`src/rtl/irq_request_latch_if.sv`:
```
`default_nettype none
// ============================================================================
// Module      : irq_request_latch_if
// Description : Bundles the latch's request, encoder and grant/ack signals.
// Revision    : 1.0 - initial release
// ============================================================================
interface irq_request_latch_if;
    logic [4:1] irq_in;
    logic [4:1] mask;
    logic [4:1] A;
    logic [2:0] pcode;
    logic       irq_valid;
    logic [2:0] irq_id;
    logic       irq_ack;
    logic [4:1] pending;

    modport master (
        output irq_in, mask, pcode, irq_ack,
        input  A, irq_valid, irq_id, pending
    );

    modport slave (
        input  irq_in, mask, pcode, irq_ack,
        output A, irq_valid, irq_id, pending
    );
endinterface
`default_nettype wire

```
`src/rtl/irq_request_latch.sv`:
```
`default_nettype none
// ============================================================================
// Module      : irq_request_latch
// Description : Edge-captures 4 IRQ lines into sticky pending bits, presents
//               the masked vector to the encoder and holds a valid/ack grant.
//               Define IRQ_SYNC_EN to insert the two-flop input synchronizer.
// Revision    : 1.0 - initial release
// ============================================================================
module irq_request_latch (
    input  wire logic          clk,
    input  wire logic          rst,
    irq_request_latch_if.slave bus
);

    typedef enum logic [1:0] {
        ST_IDLE = 2'd0,
        ST_WAIT = 2'd1,
        ST_GAP  = 2'd2
    } state_t;

    state_t     r_state;
    logic       r_irq_valid;
    logic [2:0] r_irq_id;
    logic [4:1] r_pending;
    logic [4:1] r_s3;
    logic [4:1] w_line;
    logic [4:1] w_edge;
    logic [4:1] w_clr;
    logic       w_ack_take;
    logic       w_pcode_ok;

`ifdef IRQ_SYNC_EN
    logic [4:1] r_s1;
    logic [4:1] r_s2;

    always_ff @(posedge clk) begin
        if (rst) begin
            r_s1 <= 4'b0000;
            r_s2 <= 4'b0000;
        end else begin
            r_s1 <= bus.irq_in;
            r_s2 <= r_s1;
        end
    end

    assign w_line = r_s2;
`else
    assign w_line = bus.irq_in;
`endif

    // s3 resets low so a line already high at reset release counts as an edge
    always_ff @(posedge clk) begin
        if (rst) begin
            r_s3 <= 4'b0000;
        end else begin
            r_s3 <= w_line;
        end
    end

    assign w_edge     = w_line & ~r_s3;
    assign w_ack_take = (r_state == ST_WAIT) && bus.irq_ack;
    assign w_pcode_ok = (bus.pcode != 3'd0) && (bus.pcode <= 3'd4);

    genvar n;
    generate
        for (n = 1; n <= 4; n++) begin : g_clr
            assign w_clr[n] = w_ack_take && (r_irq_id == 3'(n));
        end
    endgenerate

    // OR-ing the edge in last makes a same-cycle set win over the clear
    always_ff @(posedge clk) begin
        if (rst) begin
            r_pending <= 4'b0000;
        end else begin
            r_pending <= (r_pending & ~w_clr) | w_edge;
        end
    end

    always_ff @(posedge clk) begin
        if (rst) begin
            r_state     <= ST_IDLE;
            r_irq_valid <= 1'b0;
            r_irq_id    <= 3'd0;
        end else begin
            case (r_state)
                ST_IDLE: begin
                    if (w_pcode_ok) begin
                        r_irq_id    <= bus.pcode;
                        r_irq_valid <= 1'b1;
                        r_state     <= ST_WAIT;
                    end
                end
                ST_WAIT: begin
                    if (bus.irq_ack) begin
                        r_irq_id    <= 3'd0;
                        r_irq_valid <= 1'b0;
                        r_state     <= ST_GAP;
                    end
                end
                ST_GAP: begin
                    r_state <= ST_IDLE;
                end
                default: begin
                    r_state     <= ST_IDLE;
                    r_irq_valid <= 1'b0;
                    r_irq_id    <= 3'd0;
                end
            endcase
        end
    end

    assign bus.A         = r_pending & ~bus.mask;
    assign bus.pending   = r_pending;
    assign bus.irq_valid = r_irq_valid;
    assign bus.irq_id    = r_irq_id;

endmodule
`default_nettype wire

```
`src/flat_wrapper.sv`:
```
// flat-port wrapper written by rule: the top's interface ports become plain ports
module irq_request_latch_flat 
  (clk, rst, bus_irq_in, bus_mask, bus_pcode, bus_irq_ack, bus_A, bus_irq_valid, bus_irq_id, bus_pending);
  irq_request_latch_if bus_i ();
  input  wire logic clk;
  input  wire logic rst;
  input wire logic [$bits(bus_i.irq_in)-1:0] bus_irq_in;
  input wire logic [$bits(bus_i.mask)-1:0] bus_mask;
  input wire logic [$bits(bus_i.pcode)-1:0] bus_pcode;
  input wire logic [$bits(bus_i.irq_ack)-1:0] bus_irq_ack;
  output wire logic [$bits(bus_i.A)-1:0] bus_A;
  output wire logic [$bits(bus_i.irq_valid)-1:0] bus_irq_valid;
  output wire logic [$bits(bus_i.irq_id)-1:0] bus_irq_id;
  output wire logic [$bits(bus_i.pending)-1:0] bus_pending;
  assign bus_i.irq_in = bus_irq_in;
  assign bus_i.mask = bus_mask;
  assign bus_i.pcode = bus_pcode;
  assign bus_i.irq_ack = bus_irq_ack;
  assign bus_A = bus_i.A;
  assign bus_irq_valid = bus_i.irq_valid;
  assign bus_irq_id = bus_i.irq_id;
  assign bus_pending = bus_i.pending;
  irq_request_latch u_core (.clk(clk), .rst(rst), .bus(bus_i));
endmodule
```
`config.mk`:
```
export PLATFORM = sky130hd
export DESIGN_NAME = irq_request_latch_flat
export DESIGN_NICKNAME = d
export VERILOG_FILES = /design/src/rtl/irq_request_latch_if.sv /design/src/rtl/irq_request_latch.sv /design/src/flat_wrapper.sv
export SDC_FILE = /design/constraint.sdc
export NUM_CORES = 1
export LEC_CHECK = 0
export ABC_CLOCK_PERIOD_IN_PS = 2600
export CORE_MARGIN = 4
export CORE_UTILIZATION = 44
export CTS_BUF_LIST = sky130_fd_sc_hd__clkbuf_8
export DETAILED_ROUTE_END_ITERATION = 10
export PLACE_DENSITY = 0.83
export SYNTH_ARGS = -nofsm -noshare
export SYNTH_HDL_FRONTEND = slang
export SYNTH_SLANG_ARGS = --single-unit
export TNS_END_PERCENT = 30
```
`constraint.sdc`:
```
create_clock -name clk -period 2.6 [get_ports clk]
set_input_delay 0.52 -clock clk [delete_from_list [all_inputs] [get_ports clk]]
set_output_delay 0.52 -clock clk [all_outputs]
set_load 0.01 [all_outputs]
```
==> flow_summary.ini <==
[status]
status = completed

[global_route]
grt_pass1_wl_um = 1918
grt_max_degree = 14
grtUsageTotal_pct = 13.03
grt_pass1_vias = 471
global_route.peak_usage_layer = met2
grtUsageMet3_pct = 4.472
use_met2_pct = 20.06
antenna_found_initial = 0
grt-ovfl-total = 0
met1_usage_pct = 16.50

[logic_synthesis]
synth-seq-area-share_pct = 48.59
synth_cell_types = 23
ys_seq_elements = 14
syn_area_um2 = 576.8
postSynthAreaPerCell_um2 = 10.30
yosysWarnings = 0
synthCells = 56
syn_nets = 70

[clocking]
clkTransAtPathRegs_ns = 0.06
cts_tree = done
cts_hold_buffers = 0
cts_setup_buffers = 0
htree_levels = 1
root_buffer = clkbuf_8
clk_latency_ns = 0.24
cts_buffers = 3
cts.sinks = 14
cts.path.max_buffers = 2
post_cts_resize_count = 0

[die]
start_util_pct = 49.25
row_count = 12
ioPinCount = 26
die_area_um2 = 1954
die_w_um = 44.21
core_um2 = 1171
die_h_um = 44.21

[final_layout]
layout.nets = 99
area_growth_pct = 55.31
final_common_cell = clkdlybuf4s50_1
fin_area_um2 = 895.9
final_cell_mix = 25 x clkdlybuf4s50_1, 14 x dfxtp_1, 9 x nor2b_1, 5 x inv_1, 4 x clkbuf_8
antenna_cells = 0
drive_above_1_share_pct = 11.90

[timing]
fin_crit_sh_pct = 80.66
fmax_mhz = 476.8
maxSlewViolCount = 0
period_needed_ns = 2.097
finalClockSkew_ns = 0.002758
rsz0062_at_grt = false
setup_viol = 0
tightestPinTransition_ns = 0.4790
tns_ns = 0
max_slew_margin_pct = 67.97
hold_violations = 0

[worst_setup_path]
worstPathMaxFanout = 1
critPathLaunchType = input port
worstPathRequired_ns = 2.08
setup.worst_path.end_class = primary output
criticalPathCategory = input port to primary output
cp.arrival_ns = 1.58

[power_and_ir_drop]
ir_drop_mv = 0.4063
leakage_nw = 0.3364
powerDensity_nw_per_um2 = 612.4

[detailed_routing]
finalWirelength_um = 1180
ant_nets = 0
drt_iter0_drc = 5
drt-vias-per-instance = 4.918
firstDrtPassIters = 2
drcViolationCount = 0
vias = 482
wl_per_cell_um = 12.04

[place]
dp_hpwl_um = 895.2
place_area_um2 = 840.8
io_buffers = 25
place_congestion = 0.6792

[worst_hold_path]
holdCritPathClass = flop to flop

[run]
maxCapViolations = 0
==> cell usage after synthesis <==
library cell | n | share of area [%]
a21oi_1 | 2 | 1.7
a31o_2 | 2 | 3.0
a32o_1 | 3 | 5.2
and4bb_2 | 1 | 2.2
clkbuf_1 | 1 | 0.65
dfxtp_1 | 14 | 49
inv_1 | 5 | 3.3
mux2_4 | 1 | 2.6
nand2_1 | 1 | 0.65
nand2b_1 | 1 | 1.1
nand3b_1 | 1 | 1.3
nor2_1 | 2 | 1.3
nor2b_1 | 9 | 9.8
nor3_1 | 1 | 0.87
nor3b_1 | 1 | 1.3
nor4b_1 | 2 | 3.0
o21a_1 | 1 | 1.3
o21ai_0 | 1 | 0.87
o2bb2ai_1 | 1 | 1.5
or2_1 | 1 | 1.1
or3b_2 | 1 | 1.5
or3b_4 | 1 | 2.0
or4b_1 | 3 | 5.2
==> worst max-delay path: stages <==
cell	delay, ns
clkdlybuf4s50_1	0.40
nor2b_1	0.11
clkdlybuf4s50_1	0.55
==> per-stage QoR <==
stage | std cells | util (%) | hold WS [ns] | worst slack [ns] | total power [mW]
floorplan | 56 | - | 0.4364 | 1.111 | 0.2912
global placement | 94 | 71.79 | 0.4425 | 0.5216 | 0.3477
detailed placement | 94 | 71.79 | 0.4535 | 0.4935 | 0.3495
CTS | 98 | 76.50 | 0.4615 | 0.4869 | 0.5540
global route | 98 | 76.50 | 0.4866 | 0.4359 | 0.5733
finish | 98 | 76.50 | 0.4566 | 0.5027 | 0.5486
==> report_power, final <==
part	switching [mW]	internal (mW)
logic	0.0357	0.0656
registers	0.0117	0.232
clock network	0.0700	0.134
total	0.117	0.431
==> logic make-up (layout without fill, tap and decap cells) <==
group	Yosys count	count (layout)	synth area share, %
buf+inv	6	34	3.904
simple gates	25	25	31.24
compound gates	10	10	13.67
flops	14	14	48.59
mux	1	1	2.602
==> cell type report <==
type,count,area [um2]
flip-flops and latches,14,280.3
fillers,89,275.3
multi-input cells,36,274.0
repair buffers,25,250.2
clock buffers,4,55.05
inverters,5,18.77
well taps,14,17.52
==> path summary, 6_finish.rpt <==
path	slack (ns)	depth (start not counted)	from	end
worst min register to register	0.46	2	u_core.bus.pending[3]$_SDFF_PP0_	u_core.bus.pending[3]$_SDFF_PP0_
worst max-delay path	0.50	3	bus_mask[3]	bus_A[3]
worst min-delay path	0.46	2	u_core.bus.pending[3]$_SDFF_PP0_	u_core.bus.pending[3]$_SDFF_PP0_
worst max register to register	1.16	3	u_core.r_state[1]$_SDFFE_PP0P_	u_core.bus.pending[4]$_SDFF_PP0_
==> registers in the layout, indices dropped and copies added (netlist names) <==
register              count
u_core.bus.irq_id         3
u_core.bus.irq_valid      1
u_core.bus.pending        4
u_core.r_s3               4
u_core.r_state            2
==> metal layers <==
metal / part of all wire (%) / vias to the layer above
li1: - / 255
met2: 43 / 17
met5: 0 / -
met4: 0.51 / 0
met3: 8.3 / 2
met1: 48 / 208
(Power assumes the default switching activity.)
